$ cat config.mk
export PLATFORM = sky130hd
export DESIGN_NAME = bcd_to_bin_seq
export DESIGN_NICKNAME = d
export VERILOG_FILES = /design/src/rtl/bcd_pkg.sv /design/src/rtl/bcd_mac_step.sv /design/src/rtl/bcd_to_bin_seq.sv
export SDC_FILE = /design/constraint.sdc
export NUM_CORES = 1
export LEC_CHECK = 0
export ABC_AREA = 1
export BUFFER_PORTS_ARGS = -buffer_cell sky130_fd_sc_hd__buf_2
export CAP_MARGIN = 10
export CORE_UTILIZATION = 34
export DETAILED_ROUTE_END_ITERATION = 8
export PLACE_DENSITY = 0.55
export SLEW_MARGIN = 20
export SYNTH_ARGS = -nofsm -noshare
export SYNTH_HDL_FRONTEND = slang
export SYNTH_SLANG_ARGS = --single-unit
$ cat constraint.sdc
create_clock -name clk -period 3.03 [get_ports clk]
set_input_delay 0.4545 -clock clk [delete_from_list [all_inputs] [get_ports clk]]
set_output_delay 0.4545 -clock clk [all_outputs]
set_load 0.03 [all_outputs]
$ cat src/rtl/bcd_pkg.sv
// Shared constants and FSM state type for the BCD-to-binary converter.
package bcd_pkg;
  localparam int BCD_DIGITS    = 4;
  localparam int ACC_W         = 14;
  localparam int BCD_MAX_DIGIT = 9;
  localparam int CNT_W         = 2;

  typedef enum logic {
    IDLE = 1'b0,
    CONV = 1'b1
  } state_t;
endpackage

$ cat src/rtl/bcd_mac_step.sv
// One Horner step of the conversion: acc_o = acc_i * 10 + digit_i, shift-add only.
module bcd_mac_step
  import bcd_pkg::*;
(
  input  logic [ACC_W-1:0] acc_i,
  input  logic [3:0]       digit_i,
  output logic [ACC_W-1:0] acc_o
);
  assign acc_o = (acc_i << 3) + (acc_i << 1) + {{(ACC_W-4){1'b0}}, digit_i};
endmodule

$ cat src/rtl/bcd_to_bin_seq.sv
// Sequential 4-digit BCD to binary converter, one digit per clock, saturating to N bits.
// Optional invalid-digit detection is enabled by defining BCD_DIGIT_CHECK_EN.
module bcd_to_bin_seq
  import bcd_pkg::*;
#(
  parameter int N = 14
) (
  input  logic         clk,
  input  logic         rst_n,
  input  logic         start,
  input  logic [3:0]   mil,
  input  logic [3:0]   cen,
  input  logic [3:0]   dec,
  input  logic [3:0]   uni,
  output logic         busy,
  output logic         done,
  output logic [N-1:0] bin_out,
  output logic         ovf,
  output logic         err
);

  state_t                     state, state_nxt;
  logic [CNT_W-1:0]           cnt;
  logic [ACC_W-1:0]           acc, acc_step;
  logic [4*BCD_DIGITS-1:0]    dig_sr;
  logic                       accept, last;
  logic [N:0]                 sat_res;

  // Returns {ovf, value}: clamp to 2^N-1 when the accumulator does not fit.
  function automatic logic [N:0] saturate(input logic [ACC_W-1:0] a);
    logic [N:0] r;
    r = {1'b0, N'(a)};
    if (N < ACC_W) begin
      if ((a >> N) != '0) r = {1'b1, {N{1'b1}}};
    end
    return r;
  endfunction

`ifdef BCD_DIGIT_CHECK_EN
  logic dig_err;
  logic err_q;

  function automatic logic bad_digit(input logic [3:0] d);
    return d > 4'(BCD_MAX_DIGIT);
  endfunction

  assign err = err_q;
`else
  assign err = 1'b0;
`endif

  bcd_mac_step u_mac (
    .acc_i   (acc),
    .digit_i (dig_sr[4*BCD_DIGITS-1 -: 4]),
    .acc_o   (acc_step)
  );

  assign sat_res = saturate(acc_step);
  assign busy    = (state == CONV);

  always_comb begin
    state_nxt = state;
    accept    = 1'b0;
    last      = 1'b0;
    case (state)
      IDLE: begin
        if (start) begin
          state_nxt = CONV;
          accept    = 1'b1;
        end
      end
      CONV: begin
        if (cnt == CNT_W'(BCD_DIGITS - 1)) begin
          state_nxt = IDLE;
          last      = 1'b1;
        end
      end
      default: state_nxt = IDLE;
    endcase
  end

  always_ff @(posedge clk) begin
    if (!rst_n) begin
      state   <= IDLE;
      cnt     <= '0;
      acc     <= '0;
      dig_sr  <= '0;
      done    <= 1'b0;
      bin_out <= '0;
      ovf     <= 1'b0;
`ifdef BCD_DIGIT_CHECK_EN
      dig_err <= 1'b0;
      err_q   <= 1'b0;
`endif
    end else begin
      state <= state_nxt;
      done  <= last;
      // Capture stage: digits latched once, so a start while busy cannot disturb them.
      if (accept) begin
        dig_sr <= {mil, cen, dec, uni};
        acc    <= '0;
        cnt    <= '0;
`ifdef BCD_DIGIT_CHECK_EN
        dig_err <= bad_digit(mil) | bad_digit(cen) | bad_digit(dec) | bad_digit(uni);
`endif
      end else if (state == CONV) begin
        acc    <= acc_step;
        dig_sr <= {dig_sr[4*BCD_DIGITS-5:0], 4'h0};
        cnt    <= cnt + 1'b1;
      end
      // Result stage: the final step's sum goes straight to the output registers.
      if (last) begin
`ifdef BCD_DIGIT_CHECK_EN
        if (dig_err) begin
          bin_out <= '0;
          ovf     <= 1'b0;
          err_q   <= 1'b1;
        end else begin
          bin_out <= sat_res[N-1:0];
          ovf     <= sat_res[N];
          err_q   <= 1'b0;
        end
`else
        bin_out <= sat_res[N-1:0];
        ovf     <= sat_res[N];
`endif
      end
    end
  end

endmodule
==> metrics <==
Setup violations, final 0; initial antenna violation count 0; switching part of the total slightly below 30%; Setup WS post-layout ~0.77 ns; final net count 460; Pwr Density 412 nW/µm²; Synth Cell Area ~2700 µm²; Starting Density a little over a third; Area Overhead vs Synth 12.6%; TNS Setup 0 ns; share of cells above drive strength 1 around 13%; post-synthesis register bit count 47; DRT antenna net count 0; Comb pwr share 14.5%; std cell rows 31; worst slack, placed between 0.7 and 0.8 ns; Setup Crit Path Kind register to register; Tightest Pin Transition around 0.60 ns; worst vdd ir roughly 0.19 mV; result of the run finished, final reports clean; CTS Hold Bufs 0; Clock power frac between 30% and 40%; initial DRC count 102; CTS tree built; Max FO, Critical Path 3; Worst slew margin approximately three fifths; post-CTS setup buffers 0; Clock Skew ~0.0039 ns; global-route wire length before repair about 9900 µm; gp weighted congestion 0.876; CTS-repair resized insts 0; Synth Area per Inst approximately 7.0 µm²; CP Capture Type register; die width around 91 µm; vias in the first global route approximately 2200; Static Leak around 1.7 nW; worst-case clock buffer depth 2; class of the worst hold path input pin to register; Clock transition at path regs 0.10 ns; Total Wirelength between 5000 and 6000 µm; Seq/Total Area, Yosys about a third; unrepaired setup endpoints after global routing false; Inserted Clock Buffers 5; Mapped Cells between 300 and 400; Max Cap Violations 0; largest net degree at the start of global routing 24; fin crit share between 70% and 80%; ys async rst share 0%; die height around 91 µm; Ys Warns 0; Slew Limit Fails 0; power share of the sequential group between 50% and 60%; Unique masters post-synth 33; # clock sinks 47; final hold violations 0; Antenna Cells 0; Hold Crit Depth 3; Reg2Reg Depth 11; DRC 0; number of synthesized flops with an enable pin 0; H-tree level count 2; Required @ worst endpoint 3.24 ns; Vias between 2000 and 2500; Placement Cell Area slightly below 3000 µm²; Synth Flop Type dfxtp_1; Pre-antenna DRT Iters 4; CTS root buf clkbuf_8; num ports 37; worst skew pair latency between 0.3 and 0.4 ns; fin area ~3000 µm²; fill cell count 840; CP Data Arrival Time 2.47 ns; DP HPWL 4610 µm; CP startpoint kind register; All-Layer GR Usage ~15%; Die ar. 8210 µm²; f_max ~0.44 GHz; internal power 0.000871 W; IO buf count 34; grt total ovfl 0; net switching power 0.000367 W; Vias per Instance 4.62; CORE AREA between 7000 and 8000 µm²; clock period minus worst slack around 2.3 ns; post-DR wirelength/cell between 10 and 15 µm
==> layout make-up <==
class	instances	area [µm²]	share of cell area, %
clock buffers	5	68.8	2.29
repair buffers	36	185	6.16
multi-input cells	264	1430	47.4
inverters	62	238	7.91
well taps	99	124	4.12
flip-flops and latches	47	941	31.3
clock inverters	3	22.5	0.750
==> layer usage <==
metal	wire length, µm	global-route usage [%]
met1	2830	18.7
met2	2930	27.1
met3	148	2.78
met4	48	4.03
met5	0	0
==> power by group through the flow <==
| stage | Sequential (W) | Combinational [W] | Clock (W) |
|---|---|---|---|
| 4_1_cts | 0.000658 | 0.000182 | 0.000419 |
| 5_1_grt | 0.000661 | 0.000205 | 0.000437 |
| 6_report | 0.000658 | 0.000179 | 0.000400 |
| 2_1_floorplan | 0.000666 | 0.000141 | 0 |
| 3_5_place_dp | 0.000673 | 0.000181 | 0 |
| 3_3_place_gp | 0.000673 | 0.000179 | 0 |
==> cell usage after synthesis, types with 3 or more instances <==
cell type | instances | area share, %
buf_4 | 4 | 1.1
a22o_1 | 3 | 0.98
buf_2 | 4 | 0.75
nand4_1 | 3 | 0.70
inv_1 | 57 | 8.0
nand2_1 | 133 | 19
nand3_1 | 27 | 5.1
o211ai_1 | 5 | 1.4
a21oi_1 | 17 | 3.2
dfxtp_1 | 47 | 35
ha_1 | 23 | 11
inv_2 | 3 | 0.42
o21ai_0 | 9 | 1.7
nor2_1 | 21 | 3.0
==> cells by family (layout without fill, tap and decap cells) <==
group	Yosys count	after routing	synth area share, %
compound gates	42	42	9.47
xor+xnor	4	4	1.31
fa+ha+maj	25	25	12.3
buf+inv	73	106	11.5
flops	47	47	35.3
other cells	1	2	0.141
simple gates	191	191	30.1
==> worst paths after layout <==
| kind | to | slack [ns] | from |
|---|---|---|---|
| worst max-delay path | acc[6]$_SDFFE_PP0P_ | 0.77 | acc[0]$_SDFFE_PP0P_ |
| worst max register to register | acc[6]$_SDFFE_PP0P_ | 0.77 | acc[0]$_SDFFE_PP0P_ |
| worst min register to register | bin_out[11]$_SDFFE_PN0P_ | 0.45 | bin_out[11]$_SDFFE_PN0P_ |
| worst min-delay path | dig_sr[1]$_SDFFE_PN0P_ | 0.38 | uni[1] |
==> flip-flops by register name, indices dropped and copies added, names as in the netlist <==
register and count:
cnt 2, done 1, dig_sr 16, busy 1, bin_out 14, acc 13
==> critical path: stages, from the launching register on <==
cell,delay [ns]
dfxtp_1,0.34
inv_1,0.07
fa_1,0.53
inv_1,0.07
fa_1,0.48
nand2_1,0.09
nand3_1,0.11
nand2_1,0.11
xor2_1,0.18
nand2_1,0.07
o211ai_1,0.08
inv_1,0.05
==> placed cells by master (no fill, tap or decap), drive strengths merged <==
cell,instances
a21o,2
a21oi,18
a22o,3
a31oi,2
buf,36
clkbuf,5
clkinv,2
conb,2
dfxtp,47
fa,2
ha,23
inv,63
nand2,135
nand3,28
nand4,3
nor2,24
nor3,1
o211ai,5
o21ai,10
o221ai,2
xnor2,2
xor2,2
==> per-stage QoR <==
stage          hold slack [ns]  cells  utilization (%)  power (W)
3_5_place_dp             0.436    508             39.3   0.000854
2_1_floorplan            0.441    384                -   0.000807
3_3_place_gp             0.434    508             39.3   0.000852
4_1_cts                  0.367    516             40.6    0.00126
6_report                 0.376    516             40.6    0.00124
5_1_grt                  0.386    516             40.6    0.00130
No activity file was read; power rests on OpenSTA's default activity.
